$ cat config.mk
export PLATFORM = sky130hd
export DESIGN_NAME = add_sequencer
export DESIGN_NICKNAME = d
export VERILOG_FILES = /design/src/rtl/add_sequencer.sv
export SDC_FILE = /design/constraint.sdc
export NUM_CORES = 1
export LEC_CHECK = 0
export CAP_MARGIN = 10
export CORE_AREA = 2 2 73 75
export CTS_CLUSTER_SIZE = 20
export DETAILED_ROUTE_END_ITERATION = 6
export DIE_AREA = 0 0 75 77
export HOLD_SLACK_MARGIN = 0.03
export PLACE_DENSITY = 0.95
export SLEW_MARGIN = 0
export SYNTH_ARGS = -nofsm -noshare
export SYNTH_HDL_FRONTEND = slang
export SYNTH_SLANG_ARGS = --single-unit
$ cat constraint.sdc
create_clock -name clk -period 3.75 [get_ports clk]
set_input_delay 0.5625 -clock clk [delete_from_list [all_inputs] [get_ports clk]]
set_output_delay 0.5625 -clock clk [all_outputs]
set_load 0.02 [all_outputs]
$ cat src/rtl/add_sequencer.sv
// add_sequencer: round-robin controller that time-shares one external 1-bit
// full-adder cell among NREQ requesters. Each accepted request is added
// bit-serially, LSB first, over WIDTH cycles with a registered carry. The
// result is then held on a valid/ready response port until it is taken.
module add_sequencer #(
  parameter int WIDTH = 8,
  parameter int NREQ  = 4,
  localparam int IDW  = $clog2(NREQ)
) (
  input  logic                  clk,
  input  logic                  rst,
  input  logic [NREQ-1:0]       req_valid,
  input  logic [NREQ*WIDTH-1:0] req_a,
  input  logic [NREQ*WIDTH-1:0] req_b,
  input  logic [NREQ-1:0]       req_cin,
  output logic [NREQ-1:0]       req_ready,
  output logic                  fa_a,
  output logic                  fa_b,
  output logic                  fa_cin,
  input  logic                  fa_sum,
  input  logic                  fa_cout,
  output logic                  rsp_valid,
  input  logic                  rsp_ready,
  output logic [WIDTH-1:0]      rsp_sum,
  output logic                  rsp_cout,
  output logic [IDW-1:0]        rsp_id,
  output logic                  busy
);

  localparam int CW = $clog2(WIDTH);

  typedef enum logic [1:0] {S_IDLE, S_RUN, S_DONE} state_t;

  state_t           state_q, state_d;
  logic [IDW-1:0]   ptr_q, ptr_d;
  logic [IDW-1:0]   id_q, id_d;
  logic [WIDTH-1:0] sum_sh_q, sum_sh_d;
  logic             cout_q, cout_d;
  logic [WIDTH-1:0] a_sh_q, a_sh_d;
  logic [WIDTH-1:0] b_sh_q, b_sh_d;
  logic             carry_q, carry_d;
  logic [CW-1:0]    cnt_q, cnt_d;

  logic [IDW-1:0]   grant;
  logic             grant_vld;
  logic             accept;
  logic             last_bit;

  // Round-robin search: scan from the far end back toward ptr so that the
  // requester nearest to ptr is the one left standing.
  always_comb begin
    logic [IDW-1:0] idx;
    idx       = '0;
    grant     = ptr_q;
    grant_vld = 1'b0;
    for (int k = NREQ - 1; k >= 0; k--) begin
      idx = ptr_q + IDW'(k);
      if (req_valid[idx]) begin
        grant     = idx;
        grant_vld = 1'b1;
      end
    end
  end

  assign accept   = (state_q == S_IDLE) && grant_vld && !rst;
  assign last_bit = (cnt_q == CW'(WIDTH - 1));

  // Control and response registers; reset clears them and drops any op in flight.
  always_ff @(posedge clk or posedge rst) begin
    if (rst) begin
      state_q  <= S_IDLE;
      ptr_q    <= '0;
      id_q     <= '0;
      sum_sh_q <= '0;
      cout_q   <= 1'b0;
    end else begin
      state_q  <= state_d;
      ptr_q    <= ptr_d;
      id_q     <= id_d;
      sum_sh_q <= sum_sh_d;
      cout_q   <= cout_d;
    end
  end

  // Operand shifters, running carry and bit counter; always loaded on accept before use.
  always_ff @(posedge clk) begin
    a_sh_q  <= a_sh_d;
    b_sh_q  <= b_sh_d;
    carry_q <= carry_d;
    cnt_q   <= cnt_d;
  end

  // Next-state logic: accept -> WIDTH serial cycles -> hold result until taken.
  always_comb begin
    state_d = state_q;
    case (state_q)
      S_IDLE: if (accept)    state_d = S_RUN;
      S_RUN:  if (last_bit)  state_d = S_DONE;
      S_DONE: if (rsp_ready) state_d = S_IDLE;
      default:               state_d = S_IDLE;
    endcase
  end

  // Datapath updates: operand capture on accept, one adder bit per RUN cycle.
  always_comb begin
    ptr_d    = ptr_q;
    id_d     = id_q;
    sum_sh_d = sum_sh_q;
    cout_d   = cout_q;
    a_sh_d   = a_sh_q;
    b_sh_d   = b_sh_q;
    carry_d  = carry_q;
    cnt_d    = cnt_q;
    case (state_q)
      S_IDLE: begin
        if (accept) begin
          a_sh_d  = req_a[grant*WIDTH +: WIDTH];
          b_sh_d  = req_b[grant*WIDTH +: WIDTH];
          carry_d = req_cin[grant];
          id_d    = grant;
          cnt_d   = '0;
          ptr_d   = grant + IDW'(1);
        end
      end
      S_RUN: begin
        a_sh_d   = {1'b0, a_sh_q[WIDTH-1:1]};
        b_sh_d   = {1'b0, b_sh_q[WIDTH-1:1]};
        sum_sh_d = {fa_sum, sum_sh_q[WIDTH-1:1]};
        carry_d  = fa_cout;
        cnt_d    = cnt_q + CW'(1);
        if (last_bit) cout_d = fa_cout;
      end
      default: ;
    endcase
  end

  // Outputs: the adder cell is driven only from registers, and only while running.
  always_comb begin
    req_ready = '0;
    if (accept) req_ready = NREQ'(1) << grant;
    fa_a      = (state_q == S_RUN) ? a_sh_q[0] : 1'b0;
    fa_b      = (state_q == S_RUN) ? b_sh_q[0] : 1'b0;
    fa_cin    = (state_q == S_RUN) ? carry_q   : 1'b0;
    rsp_valid = (state_q == S_DONE);
    rsp_sum   = sum_sh_q;
    rsp_cout  = cout_q;
    rsp_id    = id_q;
    busy      = (state_q != S_IDLE);
  end

endmodule

== Word level (Yosys, flattened, before mapping) ==
Cells that the tools add are included.

* Register bits after elaboration: 35
* Memories kept: 0
* ROM bits: 0
* Latch bits: 0
* Output and inout port bits: 20
* Input port bits: 77
* Logic and storage cells: 72
* Bits in writable memories: 0

* Reductions and logical operators: 10
* Add/subtract/negate cells: 5
* Bitwise logic cells: 0
* Div/mod/pow operators: 0
* Magnitude comparators: 5
* Shift operators: 3
* Equal/unequal tests: 6
* Multipliers: 0
* Mux-type cells: 34

{| class="wikitable"
|+ Operators by type and width
! kind !! count
|-
| $shiftx A32 B6 Y8 || 2
|-
| $pmux W8 S2 || 2
|-
| $mux W8 || 2
|-
| $lt A2 B3 Y1 const B || 5
|-
| $mux W2 || 7
|-
| $mux W1 || 13
|-
| $bmux W1 S2 || 5
|-
| $pmux W2 S3 || 1
|-
| $pmux W3 S2 || 1
|-
| $reduce_and A2 Y1 || 3
|-
| $add A2 B1 Y2 const B || 2
|-
| $add A2 B2 Y2 const B || 2
|-
| $mux W4 || 1
|-
| $ne A2 B2 Y1 const B || 2
|-
| $reduce_bool A2 Y1 || 2
|-
| $shl A1 B2 Y4 const A || 1
|-
| $add A3 B1 Y3 const B || 1
|-
| $eq A3 B3 Y1 const B || 1
|-
| $mux W3 || 1
|-
| $reduce_and A3 Y1 || 1
|-
| $eq A2 B1 Y1 const B || 1
|-
| $eq A2 B2 Y1 const B || 1
|-
| $logic_and A1 B1 Y1 || 2
|-
| $logic_not A2 Y1 || 1
|-
| 3 further kinds || 3
|}

== Logic depth before layout (Yosys ltp) ==
Gate-level depths: netlist of the first run.

* Depth in word-level cells: 11
* Gate-level depth with buffers: 9
* Mapped depth without buffers: 7

== Worst setup path after synthesis of the first run ==
No wires, ideal clock.

* Path kind: input port to output port
* From: in req_valid[2]
* To: out req_ready[3]
* Setup slack: 1.258 ns
* Arrival: 1.930 ns
* Stages on the path: 8
* Path buffers: 2
* Required time: 3.188 ns
* Cell sequence: nor2b_1 -> o21a_1 -> a211o_1 -> buf_6 -> buf_2 -> inv_1 -> ha_1 -> and2_1

* Elaborated cells between the ends (all ways): 20
* Classes of those cells: 1 x shift; 17 x mux; 2 x reduce/logical

{| class="wikitable"
|+ RTL lines
! what !! line !! text
|-
| start, declared || 12 || <nowiki>input logic [NREQ-1:0] req_valid,</nowiki>
|-
| $bmux W1 S2 || 58 || <nowiki>if (req_valid[idx]) begin</nowiki>
|-
| $mux W1 (implied by the code) || 58 ||
|-
| $mux W2 (3 in series) || 58 ||
|-
| $mux W2 * || 58 ||
|-
| named net grant[0] || 44 || <nowiki>logic [IDW-1:0] grant;</nowiki>
|-
| $shl A1 B2 Y4 * || 140 || <nowiki>if (accept) req_ready = NREQ'(1) << grant;</nowiki>
|-
| $mux W4 * || 140 ||
|-
| end, declared || 16 || <nowiki>output logic [NREQ-1:0] req_ready,</nowiki>
|}

The timed path passes the listed nets; every way through them passes the cells marked *. The select of a mux whose other input is x is not followed.

== Worst setup path after layout of the first run ==
* From: in req_valid[0]
* To: out req_ready[1]

The elaborated chain is that of the path after synthesis.

==> results of run 1 <==
[sequential cells by signal (all words and copies together) (netlist names)]
name      cells
ptr_q         2
carry_q       1
a_sh_q        8
cnt_q         3
state_q       2
rsp_id        2
rsp_cout      1
rsp_sum       8
b_sh_q        8
[synth_stat cells (2+ instances only)]
library cell,n
and2_1,11
mux4_2,2
dfrtp_1,15
clkbuf_1,11
a211oi_1,30
a2111oi_0,15
buf_2,2
nand2b_1,3
nor2_1,19
mux2i_1,15
nand2_1,33
inv_1,20
nor2b_1,4
ha_1,6
o21ai_0,5
or3_1,2
edfxtp_1,20
[cell type report]
class,count,share of cell area
timing repair buffer,101,0.305
multi-input combinational,156,0.322
tap,70,0.0268
clock inverter,2,0.00230
inverter,20,0.0230
clock buffer,6,0.0222
sequential,35,0.299
[final timing paths]
kind	startpoint	endpoint	slack, ps	cells past startpoint
max in group asynchronous	rst	rsp_sum[0]	2690	2
min in group asynchronous	rst	rsp_sum[7]	690	2
max reg2reg	ptr_q[0]	b_sh_q[7]	990	6
min	rsp_sum[0]	rsp_sum[0]	470	2
min reg2reg	rsp_sum[0]	rsp_sum[0]	470	2
max	req_valid[0]	req_ready[1]	260	8
[logic make-up after synthesis]
| group | after synthesis | synth area share |
|---|---|---|
| adder cells (fa/ha/maj) | 6 | 0.0346 |
| multiplexers | 18 | 0.0951 |
| flip-flops | 35 | 0.450 |
| AO/OA/AOI/OAI | 54 | 0.190 |
| buffers and inverters | 35 | 0.0669 |
| AND/OR/NAND/NOR | 78 | 0.164 |
[tightest hold or removal path: cells and delay by family, from the launching register on]
family | cells | cell delay, ps
DFF | 1 | 340
and+or+nand+nor | 2 | 100
[routing by layer]
layer	global-route usage	vias to the layer above	wire length, um
li1	-	1008	-
met1	0.259	957	2470
met4	0.0964	0	177
met3	0.0539	18	399
met5	0	-	0
met2	0.343	104	2980
[layout by cell type, fill, tap and decap left out, types with 2 or more instances in the layout]
cell,netlist,layout
inv_1,20,20
clkinv_1,0,2
ha_1,6,6
mux2i_1,15,15
mux4_2,2,2
dfrtp_1,15,15
o21ai_0,5,5
nand2b_1,3,3
a2111oi_0,15,15
clkbuf_8,0,5
or3_1,2,2
clkdlybuf4s50_1,0,96
a211oi_1,30,30
nor2b_1,4,4
nor2_1,19,18
buf_4,1,5
edfxtp_1,20,20
and2_1,11,11
nand2_1,33,33
[power by group through the flow]
stage               Combinational (mW)  Sequential, mW  Clock, mW
finish                            1.17           0.767      0.259
global route                      1.28           0.788      0.277
CTS                               1.17           0.769      0.262
detailed placement                1.16           0.776          0
global placement                  1.13           0.762          0
floorplan                        0.684           0.813          0
[stage by stage]
stage                     hold WS [ps]  cell area, um2  worst slack (ps)
after CTS                          480            3270               238
after global routing               530            3270               103
after floorplan                    464            2170              1260
after global placement             460            3190              95.5
after detailed placement           464            3190             -7.62
final                              475            3270               255
==> metrics.md, run 1 <==
| Metric | Value |
|---|---|
| Overall power | 2.19 mW |
| VDD IR max | 0.363 mV |
| Syn. warnings | 0 |
| DRC violations left | 0 |
| Final setup fails | 0 |
| Clk buf depth | 2 |
| Max frequency | 286 MHz |
| Post-synth ARST share | 0.429 |
| Num CTS Buffers | 5 |
| Static leakage | 1.33 nW |
| IO buf count | 96 |
| Switching Share | 0.402 |
| Final std cells w/o fill | 390 |
| Clk sinks | 35 |
| DR vias | 2087 |
| Power Density | 671 nW/um2 |
| Share of cells above drive strength 1 | 0.0469 |
| Layout area overhead | 50.6% |
| Hold Buf Count CTS | 0 |
| Row count | 26 |
| Fill cells | 395 |
| # nets final | 402 |
| Crit path DAT | 2930 ps |
| Post-CTS Resized | 1 |
| Crit path max-delay cell type | clkdlybuf4s50_1 |
| Worst-path clk slew | 60 ps |
| DR iter-0 viols | 127 |
| Period minus WS final | 3490 ps |
| Largest net degree at the start of global routing | 33 |
| Multi-input gate area | 1050 um2 |
| Final period util | 0.932 |
| CP top delay family | buffers and inverters |
| Cell taking the most area after synthesis | edfxtp_1 |
| CP max FO | 16 |
| Ant diodes | 0 |
| DP Wirelength | 4390 um |
| GRT Total Usage | 0.212 |
| EDFF count, synth | 20 |
| Slew headroom | 0.295 |
| H-tree depth | 2 |
| Width of the chip | 75 um |
| WL final | 6020 um |
| Gate power share | 0.532 |
| Starting Density | 0.436 |
| Switching power | 0.882 mW |
| Layout Utilization | 0.657 |
| Ranking of synthesized cells by area | edfxtp_1 (28%), dfrtp_1 (17%), a211oi_1 (10%) |
| Grt ovf | 0 |
| Crit-path cells | clkdlybuf4s50_1, nand2b_1, nor2_2, a211o_1, inv_1, ha_1, and2_1, clkdlybuf4s50_1 |
| Worst EP required | 3190 ps |
| Most common cell on crit path | clkdlybuf4s50_1 |
| Initial antenna violation count | 0 |
| Synthesized area | 2170 um2 |
| Critical path class | input pin to output pin |
| WP buf/inv | 3 |
| Setup Fix Bufs, Post-CTS | 0 |
| Worst skew pair latency | 290 ps |
| Routed WL per cell | 15.4 um |
| Clock power frac | 0.118 |
| Final setup skew | 10.3 ps |
| Unrepaired setup endpoints after global routing | no |
| Syn_nets | 309 |
| Dpl cells | 382 |
| Seq/Total Area, Yosys | 0.450 |
| Startpoint Class | input pin |
| Max cap viols | 0 |
| Critical Path Sink Type | output pin |
| TNS Setup | 0 ps |
| Library cells used by synthesis | 30 |
| Final hold violations | 0 |
| Post-Synthesis Cells | 226 |
| Number of global-route vias before repair | 2052 |
| Area of the core | 4980 um2 |
| Slew Viols, Final | 0 |
| Pre-antenna DRT Iters | 4 |
| Flops & latches, synth | 35 |
| Io pins | 97 |
| CTS tree | built |
| Die area | 5780 um2 |
| CTS root buf | clkbuf_8 |
| Syn Area/Cell | 9.61 um2 |
| Via density | 5.35 |
| Post-synth top area share | 0.277 |
| First-pass GRT wire length | 9440 um |
| Routed Antenna Nets | 0 |
| Ys flop type | edfxtp_1 |
| Worst Hold Class | flop to flop |
| Register share of total power | 0.350 |
| Worst path max stage delay | 540 ps |
| Measured slew at the worst slew-check pin | 1050 ps |
| Power Internal | 1.31 mW |
| Run status | completed |
| Storage cell area | 976 um2 |
| Die height | 77 um |
| Routability cong. | 0.802 |
Note: power is estimated with default switching activity, not from simulation.
==> run 2, diff against run 1 <==
REMOVE_ABC_BUFFERS = 1   (was default)
==> metrics.md, run 2 (synthesis gave the netlist of run 1 again) <==
| Metric | Value |
|---|---|
| Final std cells w/o fill | 392 (+0.51%) |
| Hold_ws | 475 ps (+0.403 ps) |
| CP max FO | 16 (unchanged) |
| Run status | completed |
| Crit path from | req_valid[0] |
| Most common cell after layout, fill and taps aside | clkdlybuf4s50_1 |
| Final setup fails | 0 (unchanged) |
| Max cap viols | 0 (unchanged) |
| Setup ws final | 218 ps (-37.4 ps) |
| Row count | 26 (unchanged) |
| DRC violations left | 0 (unchanged) |
| Slew headroom | 0.198 (-0.0970) |
| Hold Crit Start | rsp_sum[0] |
| WL final | 6280 um (+4.4%) |
| Unrepaired setup endpoints after global routing | no |
| Reg2Reg Launch Point | ptr_q[0] |
| Crit-path cells | clkdlybuf4s50_1, nand2b_1, nor2_2, a211o_1, inv_1, ha_1, and2_1, clkdlybuf4s50_1 |
| Worst EP required | 3190 ps (about the same) |
| Worst Hold Class | flop to flop |
| Final setup skew | 7.85 ps (-2.48 ps) |
| Crit path DAT | 2970 ps (+40 ps) |
| VDD IR max | 0.521 mV (+43%) |
| Setup Fix Bufs, Post-CTS | 0 (unchanged) |
| Area of the core | 4980 um2 (unchanged) |
| Starting Density | 0.436 (unchanged) |
| First-pass GRT wire length | 9800 um (+3.9%) |
| Worst-path clk slew | 70 ps (about the same) |
| Max frequency | 283 MHz (-1.1%) |
| Measured slew at the worst slew-check pin | 1200 ps (+145 ps) |
| DR iter-0 viols | 133 (+4.7%) |
| Initial antenna violation count | 0 (unchanged) |
| Clk buf depth | 2 (unchanged) |
| DR vias | 2121 (+1.6%) |
| Worst path max stage delay | 540 ps (about the same) |
| Routed WL per cell | 16.0 um (+3.8%) |
| TNS Setup | 0 ps (unchanged) |
| Share of cells above drive strength 1 | 0.0621 (+0.0152) |
| DP Wirelength | 4520 um (+3.0%) |
| Largest net degree at the start of global routing | 24 (-27%) |
| GRT Total Usage | 0.221 (+0.00868) |
| Die height | 77 um (unchanged) |
| Grt ovf | 0 (unchanged) |
| Static leakage | 1.37 nW (+2.7%) |
| Dpl cells | 384 (+0.52%) |
| Power Density | 699 nW/um2 (+4.2%) |
| Final period util | 0.942 (+0.00999) |
| Width of the chip | 75 um (unchanged) |
| Startpoint Class | input pin |
| Period minus WS final | 3530 ps (+37.4 ps) |
| Crit path max-delay cell type | clkdlybuf4s50_1 |
| Pre-CTS WS | -38.9 ps (-31.3 ps) |
| Die area | 5780 um2 (unchanged) |
| Routed Antenna Nets | 0 (unchanged) |
| Clk sinks | 35 (unchanged) |
| Pre-antenna DRT Iters | 4 (unchanged) |
| Slew Viols, Final | 0 (unchanged) |
| CTS tree | built |
| Via density | 5.41 (+1.1%) |
| H-tree depth | 2 (unchanged) |
| Number of global-route vias before repair | 2159 (+5.2%) |
| Routability cong. | 0.900 (+12%) |
| Most frequent cells in the layout | clkdlybuf4s50_1 (96), nand2_1 (33), a211oi_1 (30) |
| Most common cell on crit path | clkdlybuf4s50_1 |
| Critical Path Sink Type | output pin |
| Final hold violations | 0 (unchanged) |
| Worst skew pair latency | 290 ps (about the same) |
| Io pins | 97 (unchanged) |
| # nets final | 404 (+0.50%) |
| Critical path class | input pin to output pin |
| Layout area overhead | 53.6% |
| IO buf count | 96 (unchanged) |
| Num CTS Buffers | 5 (unchanged) |
| Ant diodes | 0 (unchanged) |
| CTS root buf | clkbuf_8 |
run 2: cell count changes in the layout (fill, tap and decap cells not counted), sizes merged:
cell,before,now
bufinv,0,1
buf,5,7
inv,20,21
clkinv,2,0
run 2: critical path, delay by kind of cell:
family                   cells  cell delay (ps)
AND/OR/NAND/NOR              3              710
AO/OA/AOI/OAI                1              290
buffers and inverters        3             1180
adder cells (fa/ha/maj)      1              210
run 2: timing repair:
| item | 4_1_cts | 5_1_grt |
|---|---|---|
| endpoints found under the setup margin | 2 | 0 |
| resized for setup | 1 | 0 |
| hold buffers | 0 | 0 |
run 2: cell type report:
cell class,instances,area (um2)
multi-input combinational,156,1050
clock inverter,2,36.3
sequential,35,976
fill,402,1640
clock buffer,6,93.8
tap,70,87.6
timing repair buffer,103,1010
inverter,20,75.1
run 2: layer usage:
layer	vias to the layer above	track usage	share of wire
li1	1007	-	-
met1	1014	0.267	0.40
met5	-	0	0
met4	0	0.0625	0.018
met3	13	0.0539	0.071
met2	87	0.381	0.51
run 2: path summary, 6_finish.rpt:
path	end	slack (ps)	cells after the start
min in group asynchronous	rsp_sum[3]	670	2
max in group asynchronous	rsp_cout	2710	2
worst min register to register	rsp_sum[0]	480	2
worst min-delay path	rsp_sum[0]	480	2
worst max register to register	b_sh_q[7]	1120	6
worst max-delay path	req_ready[3]	220	8
run 2: metrics by stage:
step / util / cell area, um2 / total power, mW
floorplan: - / 2100 / 1.45
global placement: 0.643 / 3200 / 1.90
detailed placement: 0.643 / 3200 / 1.95
CTS: 0.670 / 3330 / 2.35
global route: 0.670 / 3330 / 2.49
finish: 0.670 / 3330 / 2.33
run 2: where the power goes:
part / switching (mW) / internal [mW]
Sequential: 0.0851 / 0.678
Clock: 0.145 / 0.239
Combinational: 0.671 / 0.512
Total: 0.901 / 1.43
